==> config.mk <==
export PLATFORM = sky130hd
export DESIGN_NAME = slon5_scan_m
export DESIGN_NICKNAME = d
export VERILOG_FILES = /design/src/rtl/slon5_scan_m.sv
export SDC_FILE = /design/constraint.sdc
export NUM_CORES = 1
export LEC_CHECK = 0
export ABC_AREA = 1
export CORE_ASPECT_RATIO = 1.4
export CORE_MARGIN = 2
export CORE_UTILIZATION = 60
export CTS_BUF_LIST = sky130_fd_sc_hd__clkbuf_2 sky130_fd_sc_hd__clkbuf_4 sky130_fd_sc_hd__clkbuf_8
export CTS_CLUSTER_SIZE = 25
export DETAILED_ROUTE_END_ITERATION = 12
export PLACE_DENSITY = 0.83
export SETUP_SLACK_MARGIN = 0.02
export SLEW_MARGIN = 20
export SYNTH_ARGS = -nofsm -noshare
export SYNTH_HDL_FRONTEND = slang
export SYNTH_SLANG_ARGS = --single-unit
==> constraint.sdc <==
create_clock -name clk -period 2.1 [get_ports clk]
set_input_delay 0.21 -clock clk [delete_from_list [all_inputs] [get_ports clk]]
set_output_delay 0.21 -clock clk [all_outputs]
set_load 0.01 [all_outputs]
==> src/rtl/slon5_scan_m.sv <==
`timescale 1ns/1ps
// ---------------------------------------------------------------------------
// slon5_scan_m
//
// Time-multiplexed scanner for a multi-digit LED display. The scan visits
// digits 0..DIGITS-1 in order. Each digit slot is BLANK_CYCLES of all-off,
// which suppresses ghosting, followed by DWELL_CYCLES with that digit lit.
//
// New frames arrive over a valid/ready handshake into a single pending
// register. That register is copied to the displayed ("active") frame only
// at a frame boundary, so the display never shows half of one frame and
// half of another.
//
// Optional feature: when the macro SLON5_SCAN_BRIGHT_EN is defined, the
// design gains a 4-bit 'bright' input. It shortens the part of each ON
// period during which segments are driven. The default build leaves the
// macro undefined and drives the segments for the whole ON period.
//
// Ports:
//   clk          system clock, rising-edge active
//   rst          asynchronous, active-low reset
//   seg_in       frame to load; digit k is seg_in[k*SEG_W +: SEG_W]
//   in_valid     seg_in holds a frame to load
//   in_ready     scanner can accept a frame (pending register empty)
//   bright       (SLON5_SCAN_BRIGHT_EN only) brightness 0..15,
//                sampled at frame_start
//   seg_out      active-high segment drive for the selected digit
//   dig_sel      active-high one-hot digit select, zero while blanking
//   frame_start  one-cycle pulse on the first cycle of every frame
// ---------------------------------------------------------------------------
module slon5_scan_m #(
  parameter int DIGITS       = 4,
  parameter int SEG_W        = 8,
  parameter int DWELL_CYCLES = 50_000,
  parameter int BLANK_CYCLES = 500
) (
  input  logic                    clk,
  input  logic                    rst,
  input  logic [DIGITS*SEG_W-1:0] seg_in,
  input  logic                    in_valid,
`ifdef SLON5_SCAN_BRIGHT_EN
  input  logic [3:0]              bright,
`endif
  output logic                    in_ready,
  output logic [SEG_W-1:0]        seg_out,
  output logic [DIGITS-1:0]       dig_sel,
  output logic                    frame_start
);

  localparam int MAX_CNT = (DWELL_CYCLES > BLANK_CYCLES) ? DWELL_CYCLES : BLANK_CYCLES;
  localparam int CNT_W   = $clog2(MAX_CNT);
  localparam int IDX_W   = $clog2(DIGITS);

  localparam logic [CNT_W-1:0] BLANK_LAST = CNT_W'(BLANK_CYCLES - 1);
  localparam logic [CNT_W-1:0] DWELL_LAST = CNT_W'(DWELL_CYCLES - 1);
  localparam logic [IDX_W-1:0] IDX_LAST   = IDX_W'(DIGITS - 1);

  typedef enum logic {
    ST_BLANK = 1'b0,
    ST_ON    = 1'b1
  } state_t;

  state_t                  state_q, state_d;
  logic [IDX_W-1:0]        idx_q, idx_d;
  logic [CNT_W-1:0]        cnt_q, cnt_d;
  logic                    run_q, run_d;
  logic [DIGITS*SEG_W-1:0] active_q, active_d;
  logic [DIGITS*SEG_W-1:0] pend_q, pend_d;
  logic                    pend_vld_q, pend_vld_d;
  logic                    in_ready_q, in_ready_d;
  logic [SEG_W-1:0]        seg_out_q, seg_out_d;
  logic [DIGITS-1:0]       dig_sel_q, dig_sel_d;
  logic                    frame_start_q, frame_start_d;

  logic                    transfer;
  logic                    boundary;
  logic                    lit;
  logic [SEG_W-1:0]        seg_sel;

`ifdef SLON5_SCAN_BRIGHT_EN
  logic [3:0]              bright_q, bright_d;
  logic [31:0]             lit_lim;
`endif

  // run_q is clear only for the first edge after reset release. That edge
  // enters cycle 0 of the first BLANK slot without advancing the counters,
  // so frame_start and in_ready both appear on the first cycle.
  //
  // Registered outputs are computed from the *next* state, which keeps
  // dig_sel and seg_out aligned with the slot they belong to.
  always_comb begin
    state_d       = state_q;
    idx_d         = idx_q;
    cnt_d         = cnt_q;
    run_d         = 1'b1;
    active_d      = active_q;
    pend_d        = pend_q;
    pend_vld_d    = pend_vld_q;
    frame_start_d = 1'b0;
    seg_sel       = '0;
    lit           = 1'b1;

    transfer = in_valid & in_ready_q;
    boundary = run_q && (state_q == ST_ON) && (cnt_q == DWELL_LAST) && (idx_q == IDX_LAST);

    if (!run_q) begin
      state_d       = ST_BLANK;
      idx_d         = '0;
      cnt_d         = '0;
      frame_start_d = 1'b1;
    end else begin
      case (state_q)
        ST_BLANK: begin
          if (cnt_q == BLANK_LAST) begin
            state_d = ST_ON;
            cnt_d   = '0;
          end else begin
            cnt_d = cnt_q + CNT_W'(1);
          end
        end
        default: begin
          if (cnt_q == DWELL_LAST) begin
            state_d = ST_BLANK;
            cnt_d   = '0;
            idx_d   = (idx_q == IDX_LAST) ? '0 : idx_q + IDX_W'(1);
          end else begin
            cnt_d = cnt_q + CNT_W'(1);
          end
        end
      endcase
      frame_start_d = boundary;
    end

    // The active frame changes only at a frame boundary. With nothing
    // pending, a transfer on the boundary edge goes straight to active, so
    // the pending register never fills and in_ready stays high.
    if (boundary) begin
      if (pend_vld_q) begin
        active_d   = pend_q;
        pend_vld_d = 1'b0;
      end else if (transfer) begin
        active_d = seg_in;
      end
    end else if (transfer) begin
      pend_d     = seg_in;
      pend_vld_d = 1'b1;
    end

    in_ready_d = ~pend_vld_d;

`ifdef SLON5_SCAN_BRIGHT_EN
    // bright is taken during the frame_start cycle and also forwarded
    // combinationally on that cycle. This covers a first ON slot that
    // begins right after a one-cycle blank.
    bright_d = frame_start_q ? bright : bright_q;
    lit_lim  = (32'(DWELL_CYCLES) * (32'(bright_d) + 32'd1)) >> 4;
    lit      = (32'(cnt_d) < lit_lim);
`endif

    for (int k = 0; k < DIGITS; k++) begin
      if (idx_d == IDX_W'(k)) begin
        seg_sel = active_d[k*SEG_W +: SEG_W];
      end
    end

    if (state_d == ST_ON) begin
      dig_sel_d = {{(DIGITS-1){1'b0}}, 1'b1} << idx_d;
      seg_out_d = lit ? seg_sel : '0;
    end else begin
      dig_sel_d = '0;
      seg_out_d = '0;
    end
  end

  always_ff @(posedge clk or negedge rst) begin
    if (!rst) begin
      state_q       <= ST_BLANK;
      idx_q         <= '0;
      cnt_q         <= '0;
      run_q         <= 1'b0;
      active_q      <= '0;
      pend_q        <= '0;
      pend_vld_q    <= 1'b0;
      in_ready_q    <= 1'b0;
      seg_out_q     <= '0;
      dig_sel_q     <= '0;
      frame_start_q <= 1'b0;
`ifdef SLON5_SCAN_BRIGHT_EN
      bright_q      <= '0;
`endif
    end else begin
      state_q       <= state_d;
      idx_q         <= idx_d;
      cnt_q         <= cnt_d;
      run_q         <= run_d;
      active_q      <= active_d;
      pend_q        <= pend_d;
      pend_vld_q    <= pend_vld_d;
      in_ready_q    <= in_ready_d;
      seg_out_q     <= seg_out_d;
      dig_sel_q     <= dig_sel_d;
      frame_start_q <= frame_start_d;
`ifdef SLON5_SCAN_BRIGHT_EN
      bright_q      <= bright_d;
`endif
    end
  end

  assign in_ready    = in_ready_q;
  assign seg_out     = seg_out_q;
  assign dig_sel     = dig_sel_q;
  assign frame_start = frame_start_q;

endmodule

# Word-level counts from Yosys, hierarchy flattened
# Cells that the tools add are included.
[totals]
input_bits = 35
out_inout_bits = 14
word_cells = 52
register_bits = 99
[classes]
mux = 24
n_eq_ne = 6
reduce_logical = 5
shift = 1
bitwise = 3
n_addsub = 2
[op_table]
columns = ["op", "count"]
rows = [
  ["2-to-1 mux 32 bit", 3],
  ["2-to-1 mux 16 bit", 4],
  ["2-to-1 mux 8 bit", 5],
  ["adder 16 x 1 -> 16 bit (second input constant)", 1],
  ["equality test 16 bit (second input constant)", 1],
  ["equality test 16 x 9 -> 1 bit (second input constant)", 1],
  ["2-to-1 mux 2 bit", 4],
  ["2-to-1 mux 1 bit", 7],
  ["equality test 2 bit (second input constant)", 3],
  ["2-to-1 mux 4 bit", 1],
  ["left shift 1 x 2 -> 4 bit (first input constant)", 1],
  ["logical AND 1 bit", 3],
  ["adder 2 x 1 -> 2 bit (second input constant)", 1],
  ["equality test 2 x 1 -> 1 bit (second input constant)", 1],
  ["logical NOT 2 bit", 1],
  ["NOT 1 bit", 2],
  ["AND reduction 2 bit", 1],
  ["bitwise AND 1 bit", 1],
]

# Depth between registers and ports, before layout
[logic_depth]
word_depth = 11
ltp_mapped = 12
depth_no_buf = 12

# Worst setup path before layout
# Ideal clock, no wire load.
[synth_path]
path_type = "reg2reg"
from = "register cnt_q[0]"
to = "register pend_q[6]"
arrival_ps = 1678
setup_ps = 125
path_slack_ps = 297
path_buffers = 1
path_stages_with_launch = 8
synth_period_minus_slack_ps = 1803
required_time_ps = 1975
path_cell_list = "dfrtp_1 -> ha_1 -> nand3_1 -> nor2_2 -> nand4_4 -> nand3_1 -> buf_2 -> mux2_2"
[synth_between]
elab_chain_len = 5
[synth_lines]
columns = ["item", "line_no", "text"]
rows = [
  ["from (decl)", "65", "logic [CNT_W-1:0] cnt_q, cnt_d;"],
  ["from (signal assigned)", "194", "cnt_q <= cnt_d;"],
  ["equality test 16 bit", "104", "boundary = run_q && (state_q == ST_ON) && (cnt_q == DWELL_LAST) && (idx_q == IDX_LAST);"],
  ["logical AND 1 bit (2 in series)", "104", ""],
  ["NOT 1 bit (no line)", "--", ""],
  ["AND reduction 2 bit (no line)", "--", ""],
  ["to (signal assigned)", "197", "pend_q <= pend_d;"],
  ["to (decl)", "68", "logic [DIGITS*SEG_W-1:0] pend_q, pend_d;"],
]
# Every way passes these cells.
# A chain may end at the register's enable or synchronous reset.

# Worst setup path in the final report
[layout_path]
from = "register cnt_q[0]"
to = "register seg_out_q[2], in the netlist seg_out[2]"
[layout_between]
elab_chain_len = 10
elab_cells_between_ends = 21
classes_between = "5 x eq/ne; 13 x mux; 3 x reduce/logical"
[layout_lines]
columns = ["item", "line_no", "text"]
rows = [
  ["equality test 16 bit", "104, 122", ""],
  ["2-to-1 mux 2 bit", "122", "if (cnt_q == DWELL_LAST) begin"],
  ["2-to-1 mux 2 bit", "112", "case (state_q)"],
  ["2-to-1 mux 2 bit", "106", "if (!run_q) begin"],
  ["logical NOT 2 bit", "161", "if (idx_d == IDX_W'(k)) begin"],
  ["2-to-1 mux 8 bit (4 in series)", "161", ""],
  ["2-to-1 mux 8 bit (*)", "166", "if (state_d == ST_ON) begin"],
  ["net seg_out_d[2]", "71", "logic [SEG_W-1:0] seg_out_q, seg_out_d;"],
  ["to (signal assigned)", "200", "seg_out_q <= seg_out_d;"],
  ["to (decl)", "71", ""],
]
# Mark *: on every way through the listed nets, which the timed path passes. The rest lies on a longest branch.

==> impl_metrics.env <==
export IMPL_ir_drop_v=0.0003975
export IMPL_h_tree_depth=3
export IMPL_numCtsBuffers=9
export IMPL_outcome="completed"
export IMPL_pre_cts_ws_ps=66.02
export IMPL_n_antenna_cell=0
export IMPL_routed_wl_mm=12.47
export IMPL_core_area_um2=8658
export IMPL_nFillCells=639
export IMPL_cp_arrival_ps=2260
export IMPL_syn_avg_cell_area_um2=7.615
export IMPL_area_growth_pct=16.97
export IMPL_cts_root_buf="clkbuf_8"
export IMPL_tightest_slew_ps=549.0
export IMPL_grt_use_total_pct=27.04
export IMPL_critical_path_most_common_cell="nand2_1"
export IMPL_timing_fmax_ghz=0.5015
export IMPL_grt_overflow_total=0
export IMPL_clockBufferDepth=2
export IMPL_drive_gt1_share_pct=12.12
export IMPL_place_inst=846
export IMPL_ys_warn_count=0
export IMPL_grt_max_degree=61
export IMPL_hpwl_mm=8.758
export IMPL_grt_pass1_vias=4629
export IMPL_fin_hold_ws_ps=360.7
export IMPL_setup_tns_ps=0
export IMPL_worstRegToRegCells=12
export IMPL_syn_num_nets=742
export IMPL_seq_area_frac_synth_pct=46.14
export IMPL_grt_busiest_layer="met2"
export IMPL_viasPerCell=5.433
export IMPL_fin_ws_ps=105.9
export IMPL_die_area_um2=9731
export IMPL_clkTransAtPathRegs_ps=100
export IMPL_max_cap_violations=0
export IMPL_start_util_pct=62.01
export IMPL_met2_usage_pct=50.83
export IMPL_setup_viol=0
export IMPL_slowest_delay_ps=390
export IMPL_grt_pass1_wl_mm=20.92
export IMPL_grt_use_met3_pct=3.419
export IMPL_drt_initial_drc_count=361
export IMPL_crit_buf_inv=2
export IMPL_maxSlewHeadroom_pct=63.40
export IMPL_synth_top_family_by_area="simple AND/OR/NAND/NOR gates"
export IMPL_critical_path_class="reg -> reg"
export IMPL_p_per_area_nw_per_um2=570.6
export IMPL_firstDrtPassIters=5
export IMPL_end_kind="flip-flop"
export IMPL_antenna_found_initial=0
export IMPL_regArea_um2=2477
export IMPL_clkSinkCount=99
export IMPL_rows=40
export IMPL_syn_inst=705
export IMPL_tritoncts="done"
export IMPL_multi_input_area_um2=2306
export IMPL_synthAdderAreaFrac_pct=0.4661
export IMPL_ff2ff_setup_slack_ps=110
export IMPL_slew_viol_final=0
export IMPL_synth_seq_cells=99
export IMPL_yosysUniqueCellTypes=36
export IMPL_synth_simple_gate_area_share_pct=27.76
export IMPL_cp_required_ps=2370
export IMPL_fin_crit_ps=1994
export IMPL_path_max_fanout=8
export IMPL_fin_crit_sh_pct=94.96
export IMPL_holdCritPathClass="in -> async"
export IMPL_die_y_um=115.9
export IMPL_drc_errors=0
export IMPL_finalClockSkew_ps=8.928
export IMPL_hold_violations=0
export IMPL_crit_family="simple AND/OR/NAND/NOR gates"
export IMPL_die_w_um=83.95
export IMPL_synth_mux_area_share_pct=3.169
export IMPL_portBuffers=48
export IMPL_syn_cell_area_um2=5369
export IMPL_final_cells=864
export IMPL_fin_nets=791
export IMPL_synth_compound_area_share_pct=10.51
export IMPL_synth_xor_xnor_area_share_pct=0.3263
export IMPL_grt_use_met1_pct=30.98
export IMPL_ant_nets=0
export IMPL_reg2reg_from="cnt_q[0]"
export IMPL_rsz0062_at_grt="no"
export IMPL_clk_insertion_delay_late_ps=380
export IMPL_routedWlPerCell_um=14.43
export IMPL_critPathLaunchType="flip-flop"
export IMPL_rr_endpoint="seg_out[2]"
export IMPL_total_leakage_power_nw=3.200
export IMPL_gp_congestion=0.8999
export IMPL_cpMaxStageDelayCell="dfrtp_1"
export IMPL_path_cells="ha_2 -> nand2_1 -> nor2_2 -> buf_4 -> nand3_1 -> nor2_1 -> buf_4 -> nand4_1 -> nand2_1 -> a21oi_1 -> nand2_1 -> a21oi_2"
export IMPL_pin_count=49
export IMPL_vias=4694
cell usage in the layout (no fill, tap or decap), drive strengths merged, types with 2 or more instances in the layout:
master and count:
nor3 14, clkinv 2, nand4 11, buf 21
o21ai 60, nor3b 2, mux2 8, dfrtp 99
clkbuf 10, or2 10, clkdlybuf4s50 47, inv 114
nor2 35, nand3 45, bufinv 3, nand2 226
a21boi 8, ha 2, a31oi 2, a21oi 23
xor2 2, mux2i 8
repair_timing:
action                     in CTS  in global routing
resized for setup               0                  6
hold endpoints to repair       39                  0
setup endpoints to repair       0                 38
setup buffers                   0                  1
hold buffers                    1                  0
cells by family (layout without fill, tap and decap cells):
group	Yosys count	in the layout
buf+inv	145	199
other cells	1	1
mux	16	16
fa+ha+maj	2	2
simple gates	344	344
xor+xnor	2	2
compound gates	96	96
flops	99	99
flip-flops by register name, indices dropped and copies added, names as in the netlist:
| signal | count |
|---|---|
| in_ready | 1 |
| idx_q | 2 |
| run_q | 1 |
| state_q | 1 |
| cnt_q | 16 |
| frame_start | 1 |
| pend_q | 32 |
| active_q | 32 |
| seg_out | 8 |
| dig_sel | 4 |
| pend_vld_q | 1 |
through the flow:
step | area (um2) | utilization [%] | power (mW)
global route | 6280 | 72.53 | 3.699
CTS | 6242 | 72.10 | 3.595
floorplan | 5369 | - | 1.983
finish | 6280 | 72.53 | 3.583
detailed placement | 5983 | 69.10 | 2.106
global placement | 5983 | 69.10 | 2.101
worst register-to-register path, cell delays in order (launching register included):
cell and delay, ps:
dfrtp_1 390, ha_2 240, nand2_1 90, nor2_2 130, buf_4 140, nand3_1 60, nor2_1 140, buf_4 180
nand4_1 100, nand2_1 130, a21oi_1 80, nand2_1 140, a21oi_2 70
synth_stat cells, drive strengths merged:
cell / instances / area, um2
a21boi: 8 / 60.06
a21oi: 23 / 141.4
a31oi: 2 / 12.51
buf: 24 / 166.4
clkbuf: 7 / 26.28
clkinv: 1 / 3.750
conb: 1 / 3.750
dfrtp: 99 / 2477
ha: 2 / 25.02
inv: 113 / 424.2
mux2: 8 / 90.09
mux2i: 8 / 80.08
nand2: 226 / 848.3
nand3: 45 / 235.2
nand4: 11 / 83.83
nor2: 35 / 168.9
nor3: 14 / 70.07
nor3b: 2 / 15.01
nor4: 1 / 6.260
o211ai: 1 / 7.510
o21a: 1 / 7.510
o21ai: 60 / 326.6
o41ai: 1 / 8.760
or2: 10 / 62.56
xor2: 2 / 17.52
worst max path at each step:
stage	endpoint	depth (start not counted)	slack, ps	startpoint
2_1_floorplan	pend_q[6]	7	300	cnt_q[0]
3_3_place_gp	seg_out[2]	10	120	cnt_q[11]
3_5_place_dp	seg_out[2]	10	70	cnt_q[0]
4_1_cts	seg_out[2]	10	50	cnt_q[0]
5_1_grt	seg_out[0]	10	10	cnt_q[11]
6_report	seg_out[2]	12	110	cnt_q[0]
per-layer routing:
layer | wire length, um | vias up
met5 | 0 | -
met4 | 396 | 0
met3 | 490 | 30
met2 | 6591 | 137
met1 | 4988 | 2230
li1 | - | 2297
area by class of cell:
| cell class | count | share of cell area (%) |
|---|---|---|
| Tap cell | 105 | 2.092 |
| Multi-Input combinational cell | 461 | 36.72 |
| Clock inverter | 6 | 1.773 |
| Sequential cell | 99 | 39.45 |
| Clock buffer | 10 | 2.192 |
| Inverter | 114 | 6.814 |
| Timing Repair Buffer | 69 | 10.96 |
power by group:
group | total [mW] | switching [mW] | internal (mW)
Combinational | 0.151 | 0.0771 | 0.0736
Sequential | 1.92 | 0.00612 | 1.91
Clock | 1.52 | 0.689 | 0.826
No activity file was read; power rests on OpenSTA's default activity.
